<file path="config.mk">
export PLATFORM = sky130hd
export DESIGN_NAME = mii_tx_flat
export DESIGN_NICKNAME = d
export VERILOG_FILES = /design/src/rtl/mii_pkg.sv /design/src/rtl/mii_tx_if.sv /design/src/rtl/mii_tx.sv /design/src/flat_wrapper.sv
export SDC_FILE = /design/constraint.sdc
export NUM_CORES = 1
export LEC_CHECK = 0
export BUFFER_PORTS_ARGS = -buffer_cell sky130_fd_sc_hd__clkbuf_2
export CAP_MARGIN = 20
export CELL_PAD_IN_SITES_DETAIL_PLACEMENT = 1
export CELL_PAD_IN_SITES_GLOBAL_PLACEMENT = 1
export CORE_ASPECT_RATIO = 0.75
export CORE_MARGIN = 2
export CORE_UTILIZATION = 40
export DETAILED_ROUTE_END_ITERATION = 6
export GPL_ROUTABILITY_DRIVEN = 0
export GPL_TIMING_DRIVEN = 0
export PLACE_DENSITY_LB_ADDON = 0.1
export SLEW_MARGIN = 20
export SYNTH_ARGS = -nofsm -noshare
export SYNTH_HDL_FRONTEND = slang
export SYNTH_SLANG_ARGS = --single-unit
</file>
<file path="constraint.sdc">
create_clock -name mii_clk -period 4.3 [get_ports mii_clk]
set_clock_uncertainty 0.15 [all_clocks]
set_input_delay 0.43 -clock mii_clk [delete_from_list [all_inputs] [get_ports mii_clk]]
set_output_delay 0.43 -clock mii_clk [all_outputs]
set_load 0.1 [all_outputs]
</file>
<file path="src/rtl/mii_pkg.sv">
// Shared MII transmit definitions: FSM state encoding and the fixed nibble
// values driven onto TXD during the preamble and start-of-frame delimiter.
package mii_pkg;
   typedef enum logic [2:0] {
      ST_IDLE = 3'd0,
      ST_PRE  = 3'd1,
      ST_SFD  = 3'd2,
      ST_DLO  = 3'd3,
      ST_DHI  = 3'd4,
      ST_ERR  = 3'd5,
      ST_IFG  = 3'd6
   } mii_state_e;

   localparam logic [3:0] MII_PRE_NIBBLE = 4'h5;
   localparam logic [3:0] MII_SFD_HI     = 4'hD;
   localparam int         MII_DEF_IFG    = 24;
endpackage

</file>
<file path="src/rtl/mii_tx_if.sv">
// Upstream byte stream into the MII transmit framer (valid/ready, last-qualified).
interface mii_tx_if;
   logic       tx_valid;
   logic [7:0] tx_data;
   logic       tx_last;
   logic       tx_ready;

   modport master (output tx_valid, output tx_data, output tx_last, input tx_ready);
   modport slave  (input tx_valid, input tx_data, input tx_last, output tx_ready);
endinterface

</file>
<file path="src/rtl/mii_tx.sv">
// MII transmit framer: byte stream in, one nibble per mii_clk out (low nibble first),
// with preamble/SFD prepended, underrun abort via TX_ER, and a fixed inter-frame gap.
module mii_tx
   import mii_pkg::*;
#(
   parameter int PREAMBLE_NIBBLES = 15,
   parameter int IFG_NIBBLES      = MII_DEF_IFG
) (
   input  logic       mii_clk,
   input  logic       reset,
   mii_tx_if.slave    tx,
   output logic [3:0] mii_txd,
   output logic       mii_tx_en,
   output logic       mii_tx_er,
   output logic       busy,
   output logic       underrun
);
   localparam logic [2:0] IDLE = ST_IDLE;
   localparam logic [2:0] PRE  = ST_PRE;
   localparam logic [2:0] SFD  = ST_SFD;
   localparam logic [2:0] DLO  = ST_DLO;
   localparam logic [2:0] DHI  = ST_DHI;
   localparam logic [2:0] ERR  = ST_ERR;
   localparam logic [2:0] IFG  = ST_IFG;

   localparam int MAXN = (PREAMBLE_NIBBLES > IFG_NIBBLES) ? PREAMBLE_NIBBLES : IFG_NIBBLES;
   localparam int CW   = $clog2(MAXN + 1);
   localparam logic [CW-1:0] PRE_LOAD = CW'(PREAMBLE_NIBBLES - 1);
   localparam logic [CW-1:0] IFG_LOAD = CW'(IFG_NIBBLES - 1);

   logic [2:0]    state_q, state_d;
   logic [CW-1:0] cnt_q, cnt_d;
   logic [7:0]    byte_q, byte_d;
   logic          last_q, last_d;

   always_comb begin
      state_d = state_q;
      cnt_d   = cnt_q;
      byte_d  = byte_q;
      last_d  = last_q;
      case (state_q)
         IDLE: begin
            if (tx.tx_valid) begin
               state_d = PRE;
               cnt_d   = PRE_LOAD;
            end
         end
         PRE: begin
            if (cnt_q == '0) state_d = SFD;
            else             cnt_d   = cnt_q - CW'(1);
         end
         SFD: begin
            if (tx.tx_valid) begin
               byte_d  = tx.tx_data;
               last_d  = tx.tx_last;
               state_d = DLO;
            end else begin
               state_d = ERR;
            end
         end
         DLO: state_d = DHI;
         DHI: begin
            // Final byte goes straight to the gap; otherwise the next byte must
            // already be waiting, since the wire cannot stall mid-frame.
            if (last_q) begin
               state_d = IFG;
               cnt_d   = IFG_LOAD;
            end else if (tx.tx_valid) begin
               byte_d  = tx.tx_data;
               last_d  = tx.tx_last;
               state_d = DLO;
            end else begin
               state_d = ERR;
            end
         end
         ERR: begin
            state_d = IFG;
            cnt_d   = IFG_LOAD;
         end
         IFG: begin
            if (cnt_q == '0) state_d = IDLE;
            else             cnt_d   = cnt_q - CW'(1);
         end
         default: state_d = IDLE;
      endcase
   end

   always_ff @(posedge mii_clk) begin
      if (reset) begin
         state_q <= IDLE;
         cnt_q   <= '0;
         byte_q  <= '0;
         last_q  <= 1'b0;
      end else begin
         state_q <= state_d;
         cnt_q   <= cnt_d;
         byte_q  <= byte_d;
         last_q  <= last_d;
      end
   end

   // Every output is a pure decode of registered state; tx_valid never reaches tx_ready.
   assign tx.tx_ready = (state_q == SFD) || ((state_q == DHI) && !last_q);

   always_comb begin
      mii_txd   = 4'h0;
      mii_tx_en = 1'b0;
      case (state_q)
         PRE: begin mii_txd = MII_PRE_NIBBLE; mii_tx_en = 1'b1; end
         SFD: begin mii_txd = MII_SFD_HI;     mii_tx_en = 1'b1; end
         DLO: begin mii_txd = byte_q[3:0];    mii_tx_en = 1'b1; end
         DHI: begin mii_txd = byte_q[7:4];    mii_tx_en = 1'b1; end
         ERR: mii_tx_en = 1'b1;
         default: ;
      endcase
   end

   assign mii_tx_er = (state_q == ERR);
   assign underrun  = (state_q == ERR);
   assign busy      = (state_q != IDLE);
endmodule

</file>
<file path="src/flat_wrapper.sv">
// flat-port wrapper written by rule: the top's interface ports become plain ports
module mii_tx_flat import mii_pkg::*;
#(
   parameter int PREAMBLE_NIBBLES = 15,
   parameter int IFG_NIBBLES      = MII_DEF_IFG
)
  (mii_clk, reset, mii_txd, mii_tx_en, mii_tx_er, busy, underrun, tx_tx_valid, tx_tx_data, tx_tx_last, tx_tx_ready);
  mii_tx_if tx_i ();
  input  logic mii_clk;
  input  logic reset;
  output logic [3:0] mii_txd;
  output logic mii_tx_en;
  output logic mii_tx_er;
  output logic busy;
  output logic underrun;
  input wire logic [$bits(tx_i.tx_valid)-1:0] tx_tx_valid;
  input wire logic [$bits(tx_i.tx_data)-1:0] tx_tx_data;
  input wire logic [$bits(tx_i.tx_last)-1:0] tx_tx_last;
  output wire logic [$bits(tx_i.tx_ready)-1:0] tx_tx_ready;
  assign tx_i.tx_valid = tx_tx_valid;
  assign tx_i.tx_data = tx_tx_data;
  assign tx_i.tx_last = tx_tx_last;
  assign tx_tx_ready = tx_i.tx_ready;
  mii_tx #(.PREAMBLE_NIBBLES(PREAMBLE_NIBBLES), .IFG_NIBBLES(IFG_NIBBLES)) u_core (.mii_clk(mii_clk), .reset(reset), .tx(tx_i), .mii_txd(mii_txd), .mii_tx_en(mii_tx_en), .mii_tx_er(mii_tx_er), .busy(busy), .underrun(underrun));
endmodule
</file>
==> summary.txt, run 1 <==
STA
  • RSZ-0062 raised after global routing: no
  • Post-route minimum period: 2.75 ns
  • Worst Tran Pin Value: 0.572 ns
  • Final hold violation count: 0
  • # setup viols final: 0
  • Setup TNS: 0 ns
  • Fin crit share: 0.639
  • Slew HR: 0.616
  • Fmax: 0.364 GHz
  • Slew Viols, Final: 0

Clock tree
  • Worst skew pair latency: 0.30 ns
  • Root Driver: clkbuf_4
  • Post_cts resized: 0
  • CTS H-tree lvls: 1
  • CTS Buf Count: 3
  • Post-CTS setup repair buffer count: 0
  • Sink count of the clock tree: 17
  • Worst-path clk slew: 0.10 ns
  • Clock buffer depth: 2
  • CTS Hold Buffers Added: 0
  • TritonCTS clock tree: built

Synthesis
  • Yosys warning count: 0
  • Simple-gate portion of the synthesized area: 0.248
  • Top cell type's share of synthesized area: 0.322
  • Distinct cells, synth: 42
  • Sequential fraction of the synthesis area: 0.322
  • Ys flop type: dfxtp_1
  • Dominant cell type by area after synthesis: dfxtp_1
  • Synth Area in XOR/XNOR: 0
  • Synth area leaders: dfxtp_1 32%, mux2i_1 7.6%, nor2_1 6.4%
  • Multiplexer area fraction after synthesis: 0.0758
  • Post-synthesis compound-gate area fraction: 0.280
  • Largest family of logic cells by synthesized area: compound AO/OA/AOI/OAI gates
  • Mapped Area: 1060 µm²
  • Syn nets: 143
  • Cell count after synthesis: 130
  • Adder-Cell Fraction of Synth Area: 0.0118
  • Post-synth EDFFs: 0
  • Post-synth ARST share: 0
  • #FFs+latches synth: 17
  • Post-Syn Area per Cell: 8.12 µm²

Detailed routing
  • Via density per instance: 5.67
  • WL final: 3.10 mm
  • DRC violations left: 0
  • Avg WL per Cell: 16.4 µm
  • Drt pass-1 iters: 4
  • Final antenna-violating net count: 0
  • Via Count: 1071
  • Initial drt markers: 41

Critical path
  • Crit Path Max Fanout: 10
  • WP data required: 3.72 ns
  • Worst endpoint data arrival time: 2.17 ns
  • CP Class: reg2out
  • CP endpoint kind: primary output
  • Kind of start point of the critical path: flop
  • R2r worst-path depth: 6

Global route
  • First-pass GRT wire length: 5.18 mm
  • Gr usage total: 0.215
  • Number of global-route vias before repair: 1015
  • Largest net degree at the start of global routing: 11
  • Initial antenna violation count: 0
  • GRT overflow: 0

Finish
  • # diodes: 0
  • Multi-input gate area: 649 µm²
  • Final #Nets: 167
  • Sequential Area: 340 µm²
  • Ratio of cells with drive above 1 in the final layout: 0.229
  • Filler cells: 337
  • Syn-to-layout area delta: 15.8%
  • Commonest cells after routing, fill and taps aside: 19 x clkbuf_2, 18 x nor2_1, 17 x dfxtp_1
  • Finished Layout Cells: 189
  • Most common cell after layout, fill and taps aside: clkbuf_2

Hold path
  • HP Class: in2reg
  • WHS Path Cells: 3

Placement
  • Dpl hpwl: 2.31 mm
  • Placed insts: 185
  • Port Buffers: 19

Floorplan
  • Core area: 2560 µm²
  • Die Area: 3070 µm²
  • Initial Util: 0.412
  • Boundary Pins: 21
  • Die X: 63.3 µm
  • FP Rows: 16
  • Die height: 48.5 µm

Power and ir drop
  • VDD IR max: 0.000213 V
  • Pwr dens: 397 nW/µm²
  • LEAKAGE: 0.553 nW

Flow run
  • MaxCap Viol Count: 0

Run status
  • Outcome: complete, no violations
metrics by stage:
step,worst slack (ns),utilization,total power [mW],cell area (µm²),hold WS [ns]
floorplan,0.731,-,0.356,1060,0.304
global route,1.40,0.477,0.516,1220,0.195
global placement,1.96,0.467,0.394,1200,0.324
CTS,1.55,0.477,0.489,1220,0.210
detailed placement,1.90,0.467,0.400,1200,0.336
finish,1.55,0.477,0.486,1220,0.212
per-layer routing:
layer  share of wire  global-route usage
met2            0.44               0.326
met5               0                   0
met4          0.0064              0.0362
met3           0.074              0.0512
met1            0.48               0.316
critical path: stages (launching register included):
cell and delay [ns]:
dfxtp_1 0.36, buf_2 0.21, clkbuf_1 0.39, and3_1 0.30, nand2_1 0.06, o21ai_0 0.07
clkbuf_2 0.48
final timing paths:
path | startpoint | to | slack [ns]
max reg2reg | u_core.cnt_q[0]$_SDFFE_PP0P_ | u_core.cnt_q[2]$_SDFFE_PP0P_ | 2.21
min | tx_tx_data[6] | u_core.byte_q[6]$_SDFFE_PP0P_ | 0.21
min reg2reg | u_core.byte_q[2]$_SDFFE_PP0P_ | u_core.byte_q[2]$_SDFFE_PP0P_ | 0.36
max | u_core.state_q[2]$_SDFFE_PP0P_ | mii_txd[2] | 1.55
cell type report:
class / count / area share
Buffer: 9 / 0.0358
Clock buffer: 4 / 0.0215
Inverter: 6 / 0.0184
Multi-Input combinational cell: 98 / 0.531
Sequential cell: 17 / 0.278
Tap cell: 36 / 0.0368
Timing Repair Buffer: 19 / 0.0778
flip-flops by register name, indices dropped and copies added, names as in the netlist:
signal,cells
u_core.cnt_q,5
u_core.byte_q,8
u_core.state_q,3
u_core.last_q,1
power by group:
part           switching [mW]  total [mW]  internal (mW)
Clock                  0.0518      0.0879         0.0362
Combinational           0.150       0.213         0.0627
Sequential             0.0155       0.185          0.169
cell families after synthesis:
group           count (synthesis)
simple gates                   50
fa+ha+maj                       1
compound gates                 39
buf+inv                        15
flops                          17
mux                             8
cell usage after synthesis, types with 2 or more instances:
| master | number |
|---|---|
| a21oi_1 | 7 |
| and2_1 | 2 |
| and3_1 | 2 |
| buf_2 | 2 |
| buf_4 | 2 |
| clkbuf_1 | 4 |
| dfxtp_1 | 17 |
| inv_1 | 6 |
| mux2i_1 | 8 |
| nand2_1 | 8 |
| nand2b_1 | 3 |
| nor2_1 | 18 |
| nor2b_1 | 4 |
| nor3_1 | 7 |
| nor3b_1 | 2 |
| o2111ai_1 | 2 |
| o211a_1 | 2 |
| o21ai_0 | 9 |
| o21ai_2 | 2 |
Power figures use the tool's default switching activity.
==> run 2: changes to the inputs <==
--- a/config.mk
+++ b/config.mk
@@ -5,13 +5,14 @@
 export SDC_FILE = /design/constraint.sdc
 export NUM_CORES = 1
 export LEC_CHECK = 0
+export ABC_AREA = 1
 export BUFFER_PORTS_ARGS = -buffer_cell sky130_fd_sc_hd__clkbuf_2
 export CAP_MARGIN = 20
 export CELL_PAD_IN_SITES_DETAIL_PLACEMENT = 1
 export CELL_PAD_IN_SITES_GLOBAL_PLACEMENT = 1
 export CORE_ASPECT_RATIO = 0.75
 export CORE_MARGIN = 2
-export CORE_UTILIZATION = 40
+export CORE_UTILIZATION = 38
 export DETAILED_ROUTE_END_ITERATION = 6
 export GPL_ROUTABILITY_DRIVEN = 0
 export GPL_TIMING_DRIVEN = 0
==> constraint.sdc (replaced) <==
create_clock -name mii_clk -period 2.8 [get_ports mii_clk]
set_clock_uncertainty 0.15 [all_clocks]
set_input_delay 0.28 -clock mii_clk [delete_from_list [all_inputs] [get_ports mii_clk]]
set_output_delay 0.28 -clock mii_clk [all_outputs]
set_load 0.1 [all_outputs]
==> run 2 against run 1 <==
  * Routed wire length shrank 17%
  * Flip-flop and latch count stayed put
  * Setup slack worse by 0.85 ns
  * Largest cell class unchanged
  * Critical path type unchanged
  * Critical endpoint is now mii_txd[3]
  * Register-to-register slack lost 1.0 ns
==> summary.txt, run 2 <==
Global route
  • First-pass GRT wire length: 4.66 mm (-10%)
  • Number of global-route vias before repair: 1033 (+1.8%)
  • GRT overflow: 0 (unchanged)
  • Largest net degree at the start of global routing: 11 (unchanged)
  • Initial antenna violation count: 0 (unchanged)
  • Gr usage total: 0.186 (-0.0289)

STA
  • RSZ-0062 raised after global routing: no
  • Fmax: 0.477 GHz
  • Post-route minimum period: 2.10 ns
  • Final hold violation count: 0 (unchanged)
  • # setup viols final: 0 (unchanged)
  • Slew Viols, Final: 0 (unchanged)
  • Setup TNS: 0 ns (unchanged)
  • Slew HR: 0.642 (+0.0260)
  • Worst Tran Pin Value: 0.540 ns (-0.0323 ns)
  • Fin crit share: 0.749

Critical path
  • CP Cell Sequence: buf_6, inv_4, nand2_2, nor2_4, nand2_1, nand3_1, clkbuf_2
  • Crit Path Max Fanout: 10 (unchanged)
  • CP Class: reg2out
  • Critical path origin: u_core.state_q[0]$_SDFFE_PP0P_
  • CP max stage cell: clkbuf_2
  • Slowest stage delay, CP: 0.46 ns (-0.02 ns)
  • Setup slack, reg-to-reg: 1.21 ns (-1.00 ns)
  • WP data required: 2.37 ns (-1.35 ns)
  • CP endpoint kind: primary output
  • Reg-to-Reg Start: u_core.cnt_q[0]$_SDFFE_PP0P_
  • Kind of start point of the critical path: flop
  • Worst endpoint data arrival time: 1.67 ns (-0.50 ns)
  • R2r worst-path depth: 9 (+3)

Clock tree
  • CTS Hold Buffers Added: 0 (unchanged)
  • CTS H-tree lvls: 1 (unchanged)
  • Sink count of the clock tree: 17 (unchanged)
  • CTS Buf Count: 3 (unchanged)
  • Clock buffer depth: 2 (unchanged)
  • Post-CTS setup repair buffer count: 0 (unchanged)
  • TritonCTS clock tree: built
  • Post_cts resized: 0 (unchanged)
  • Worst-path clk slew: 0.07 ns (-0.03 ns)
  • Root Driver: clkbuf_8
  • Worst skew pair latency: 0.25 ns (-0.05 ns)

Detailed routing
  • Final antenna-violating net count: 0 (unchanged)
  • Avg WL per Cell: 12.2 µm (-26%)
  • Via Count: 1043 (-2.6%)
  • Initial drt markers: 34 (-17%)
  • WL final: 2.58 mm (-17%)
  • DRC violations left: 0 (unchanged)
  • Drt pass-1 iters: 4 (unchanged)
  • Via density per instance: 4.92 (-13%)

Hold path
  • HP Class: in2reg
  • WHS Path Cells: 3 (unchanged)
  • Hold path startpoint: tx_tx_last

Flow run
  • MaxCap Viol Count: 0 (unchanged)

Floorplan
  • Boundary Pins: 21 (unchanged)
  • Core area: 2640 µm² (+3.1%)
  • FP Rows: 16 (unchanged)
  • Die X: 65.2 µm (+3.0%)
  • Die height: 49.9 µm (+2.9%)
  • Die Area: 3260 µm² (+6.0%)
  • Initial Util: 0.404 (-0.00775)

Synthesis
  • Syn nets: 166 (+16%)
  • Cell count after synthesis: 153 (+18%)
  • Top cell type's share of synthesized area: 0.319 (-0.00377)
  • Post-synth EDFFs: 0 (unchanged)
  • Yosys warning count: 0 (unchanged)
  • Synth area leaders: dfxtp_1 32%, nand2_1 15%, nor2_1 6.7%
  • Sequential fraction of the synthesis area: 0.319 (-0.00377)
  • Distinct cells, synth: 25 (-40%)
  • Post-Syn Area per Cell: 6.98 µm² (-14%)
  • Post-synth ARST share: 0 (unchanged)
  • #FFs+latches synth: 17 (unchanged)
  • Top post-synthesis cells by count: 42 x nand2_1, 19 x nor2_1, 17 x dfxtp_1, 12 x nand3_1, 11 x o21ai_0
  • Ys flop type: dfxtp_1
  • Most frequent cell after synthesis: nand2_1
  • Dominant cell type by area after synthesis: dfxtp_1
  • Mapped Area: 1070 µm² (+1.2%)

Finish
  • Ratio of cells with drive above 1 in the final layout: 0.267 (+0.0383)
  • Largest register by flop count: u_core.byte_q
  • Max reg flops: 8 (unchanged)
  • Syn-to-layout area delta: 17.3%
  • Commonest cells after routing, fill and taps aside: 42 x nand2_1, 19 x nor2_1, 19 x clkbuf_2
  • Most common cell after layout, fill and taps aside: nand2_1
  • Largest regs: u_core.byte_q (8), u_core.cnt_q (5), u_core.state_q (3)
  • # diodes: 0 (unchanged)
  • Final #Nets: 190 (+14%)

Placement
  • Port Buffers: 19 (unchanged)
  • Dpl hpwl: 2.11 mm (-9.0%)

Run status
  • Outcome: complete, no violations
==> run 2: cell count changes after synthesis, sizes merged, moves of 5 or more <==
cell and delta:
inv +8, mux2i -8, nand2 +41, nand3 +16
nor2 +5, nor3 -7
==> run 2: worst max-delay path: cells and delay by family, from the launching register on <==
family	cells	cell delay, ns
buffers and inverters	3	0.68
AND/OR/NAND/NOR	4	0.41
flip-flops	1	0.31
==> run 2: cell families (layout without fill, tap and decap cells) <==
family,after synthesis,in the layout,share of synthesized area
and+or+nand+nor,93,93,0.456
adders and majority gates,1,1,0.0117
buffers and inverters,20,43,0.104
AOI/OAI and AO/OA,21,21,0.102
xor gates and xnor gates,1,1,0.00820
DFF,17,17,0.319
==> run 2: through the flow <==
stage / instance area [µm²] / std cells / util / hold slack (ns) / worst slack, ns
floorplan: 1070 / 153 / - / 0.290 / 0.736
global placement: 1210 / 208 / 0.457 / 0.304 / 0.989
detailed placement: 1210 / 208 / 0.457 / 0.315 / 0.981
CTS: 1250 / 212 / 0.474 / 0.119 / 0.689
global route: 1250 / 212 / 0.474 / 0.145 / 0.592
finish: 1250 / 212 / 0.474 / 0.123 / 0.702
==> run 2: final timing paths <==
path / to
setup / recovery: mii_txd[3]
hold / removal: u_core.last_q$_SDFFE_PP0P_
setup reg to reg: u_core.cnt_q[3]$_SDFFE_PP0P_
hold reg to reg: u_core.cnt_q[1]$_SDFFE_PP0P_
==> run 2: routing by layer <==
| layer | routed length (µm) | share of wire | global-route usage |
|---|---|---|---|
| met5 | 0 | 0 | 0 |
| met4 | 27 | 0.010 | 0.0521 |
| met3 | 86 | 0.033 | 0.0411 |
| met2 | 1140 | 0.44 | 0.287 |
| met1 | 1330 | 0.51 | 0.260 |
==> run 2: cell type report <==
class                      instances  area, µm²
buffer                             5       45.0
clock buffer                       4       45.0
fill                             368       1390
inverter                          15       66.3
multi-input combinational        116        617
sequential                        17        340
tap                               36       45.0
timing repair buffer              19       95.1
Power of run 2 is not shown: default switching activity piles up to over one toggle a cycle in this logic, so the estimate is an artifact.
==> run 3: changes to the inputs <==
--- a/config.mk
+++ b/config.mk
@@ -5,14 +5,14 @@
 export SDC_FILE = /design/constraint.sdc
 export NUM_CORES = 1
 export LEC_CHECK = 0
-export ABC_AREA = 1
+export ABC_AREA = 0
 export BUFFER_PORTS_ARGS = -buffer_cell sky130_fd_sc_hd__clkbuf_2
 export CAP_MARGIN = 20
 export CELL_PAD_IN_SITES_DETAIL_PLACEMENT = 1
 export CELL_PAD_IN_SITES_GLOBAL_PLACEMENT = 1
 export CORE_ASPECT_RATIO = 0.75
 export CORE_MARGIN = 2
-export CORE_UTILIZATION = 38
+export CORE_UTILIZATION = 39
 export DETAILED_ROUTE_END_ITERATION = 6
 export GPL_ROUTABILITY_DRIVEN = 0
 export GPL_TIMING_DRIVEN = 0
==> constraint.sdc (replaced) <==
create_clock -name mii_clk -period 2.15 [get_ports mii_clk]
set_clock_uncertainty 0.15 [all_clocks]
set_input_delay 0.215 -clock mii_clk [delete_from_list [all_inputs] [get_ports mii_clk]]
set_output_delay 0.215 -clock mii_clk [all_outputs]
set_load 0.1 [all_outputs]
==> run 3 against run 2 <==
  * Setup slack got worse by 0.62 ns
  * Flip-flop and latch count unchanged
  * Utilization grew 5.3 points
  * Clock-buffer cell count unchanged
==> summary.txt, run 3 (synthesized netlist as in run 1, its figures left out) <==
Run status
  • Outcome: complete, no violations

Finish
  • Largest regs: u_core.byte_q (8), u_core.cnt_q (5), u_core.state_q (3)
  • Most common cell after layout, fill and taps aside: nor2_1
  • # diodes: 0 (unchanged)
  • Max reg flops: 8 (unchanged)
  • Sequential Area: 343 µm² (+0.74%)
  • Final instance area: 1360 µm² (+8.7%)
  • Commonest cells after routing, fill and taps aside: 17 x nor2_1, 15 x dfxtp_1, 13 x clkbuf_2
  • Final #Nets: 171 (-10%)
  • Syn-to-layout area delta: 29.0%
  • Filler cells: 323 (-12%)
  • Ratio of cells with drive above 1 in the final layout: 0.325 (+0.0578)
  • Largest register by flop count: u_core.byte_q
  • Multi-input gate area: 706 µm² (+14%)

Floorplan
  • Die X: 64.1 µm (-1.8%)
  • Core area: 2580 µm² (-2.3%)
  • Boundary Pins: 21 (unchanged)
  • Die Area: 3140 µm² (-3.4%)
  • Initial Util: 0.409 (+0.00456)
  • Die height: 49.1 µm (-1.7%)
  • FP Rows: 16 (unchanged)

Critical path
  • CP Cell Sequence: clkbuf_4, clkbuf_4, and3_4, nand2_1, o21ai_2, clkbuf_8
  • Slowest stage delay, CP: 0.36 ns (-0.10 ns)
  • Crit Path Max Fanout: 10 (unchanged)
  • CP endpoint kind: primary output
  • Worst endpoint data arrival time: 1.70 ns (+0.03 ns)
  • CP Class: reg2out
  • WP data required: 1.78 ns (-0.59 ns)
  • Kind of start point of the critical path: flop
  • CP max stage cell: dfxtp_1
  • Most common cell type on the critical path: clkbuf_4

Global route
  • Met3 usage: 0.0485 (+0.00740)
  • First-pass GRT wire length: 5.65 mm (+21%)
  • Met2 Track Usage GR: 0.347 (+0.0598)
  • Largest net degree at the start of global routing: 11 (unchanged)
  • Gr usage total: 0.228 (+0.0414)
  • Number of global-route vias before repair: 1153 (+12%)
  • GRT busiest layer: met2
  • Initial antenna violation count: 0 (unchanged)
  • GRT overflow: 0 (unchanged)
  • Met1 Track Usage GR: 0.330 (+0.0701)

Power and ir drop
  • Pwr dens: 762 nW/µm²
  • Sequential power share: 0.357
  • VDD IR max: 0.000505 V
  • Clk pwr share: 0.169
  • Switching Share: 0.438
  • LEAKAGE: 0.600 nW
  • Combinational Power Share: 0.474
  • NetSw: 0.455 mW
  • Cell-internal power: 0.583 mW

Detailed routing
  • DRC violations left: 0 (unchanged)
  • Via density per instance: 5.68 (+16%)
  • WL final: 3.23 mm (+25%)
  • Via Count: 1097 (+5.2%)
  • Avg WL per Cell: 16.7 µm (+38%)
  • Final antenna-violating net count: 0 (unchanged)
  • Initial drt markers: 39 (+15%)
  • Drt pass-1 iters: 4 (unchanged)

Placement
  • DP Worst Slack: -0.0634 ns (-1.04 ns)
  • Port Buffers: 19 (unchanged)
  • Cell Area, Placed: 1220 µm² (+0.83%)
  • Dpl hpwl: 2.38 mm (+13%)

Clock tree
  • Worst skew pair latency: 0.29 ns (+0.04 ns)
  • CTS Buf Count: 3 (unchanged)
  • Clock buffer depth: 2 (unchanged)
  • TritonCTS clock tree: built
  • Sink count of the clock tree: 17 (unchanged)
  • CTS H-tree lvls: 1 (unchanged)
  • Root Driver: clkbuf_4
  • Worst-path clk slew: 0.10 ns (+0.03 ns)

STA
  • # setup viols final: 0 (unchanged)
  • Worst Tran Pin Value: 0.597 ns (+0.0571 ns)
  • Slew HR: 0.599 (-0.0427)
  • Fmax: 0.485 GHz
  • Post-route minimum period: 2.06 ns
  • Final hold violation count: 0 (unchanged)
  • Fin crit share: 0.960
  • Worst setup margin: 0.0866 ns (-0.615 ns)
  • Slew Viols, Final: 0 (unchanged)

Flow run
  • MaxCap Viol Count: 0 (unchanged)

Hold path
  • HP Class: in2reg
run 3: cell types whose count changed in the layout (fill, tap and decap cells not counted), moves of 4 or more:
cell / change
nor3_1: +6
o21ai_2: +5
mux2i_1: +8
clkbuf_2: -6
clkbuf_4: +7
nand3_1: -12
inv_1: -4
o21ai_0: -5
nand2_1: -35
run 3: power groups by stage:
stage	sequential [mW]	clock (mW)	combinational, mW
CTS	0.368	0.186	0.460
finish	0.371	0.175	0.492
global placement	0.373	0	0.424
floorplan	0.367	0	0.355
global route	0.376	0.198	0.530
detailed placement	0.376	0	0.437
run 3: area by class of cell:
class | instances | area share
timing repair buffer | 23 | 0.123
clock buffer | 4 | 0.0193
inverter | 6 | 0.0165
buffer | 9 | 0.0386
sequential | 17 | 0.252
multi-input combinational | 98 | 0.518
tap | 36 | 0.0331
run 3: critical path, delay by kind of cell (launching register included):
| family | cells | cell delay [ns] |
|---|---|---|
| flops | 1 | 0.36 |
| simple gates | 2 | 0.28 |
| compound gates | 1 | 0.06 |
| buf+inv | 3 | 0.70 |
run 3: what timing repair did:
| item | in CTS | in global routing |
|---|---|---|
| hold buffers | 3 | 0 |
| pin swaps | 0 | 2 |
| buffers inserted | 0 | 1 |
| gates resized for setup | 13 | 14 |
| endpoints found under the hold margin | 3 | 0 |
| setup endpoints to repair | 8 | 14 |
run 3: through the flow:
stage / util / cells / hold WS (ns) / total power, mW / setup TNS, ns
2_1_floorplan: - / 130 / 0.209 / 0.721 / -0.0320
3_3_place_gp: 0.472 / 185 / 0.294 / 0.797 / -0.0609
3_5_place_dp: 0.472 / 185 / 0.308 / 0.812 / -0.176
4_1_cts: 0.509 / 192 / 0.00582 / 1.01 / 0
5_1_grt: 0.528 / 193 / 0.0197 / 1.10 / -0.0231
6_report: 0.528 / 193 / 0.00464 / 1.04 / 0
run 3: path summary, 6_finish.rpt:
check	startpoint	to	slack, ns	depth (start not counted)
max	u_core.state_q[2]$_SDFFE_PP0P_	mii_txd[0]	0.09	6
min	tx_tx_data[0]	u_core.byte_q[0]$_SDFFE_PP0P_	0.005	3
max reg2reg	u_core.cnt_q[0]$_SDFFE_PP0P_	u_core.state_q[1]$_SDFFE_PP0P_	0.11	7
min reg2reg	u_core.byte_q[0]$_SDFFE_PP0P_	u_core.byte_q[0]$_SDFFE_PP0P_	0.36	2
run 3: routing by layer:
metal,routed length (µm),up-vias
met5,0,-
met4,22,0
met3,134,4
met2,1480,29
met1,1600,539
li1,-,525
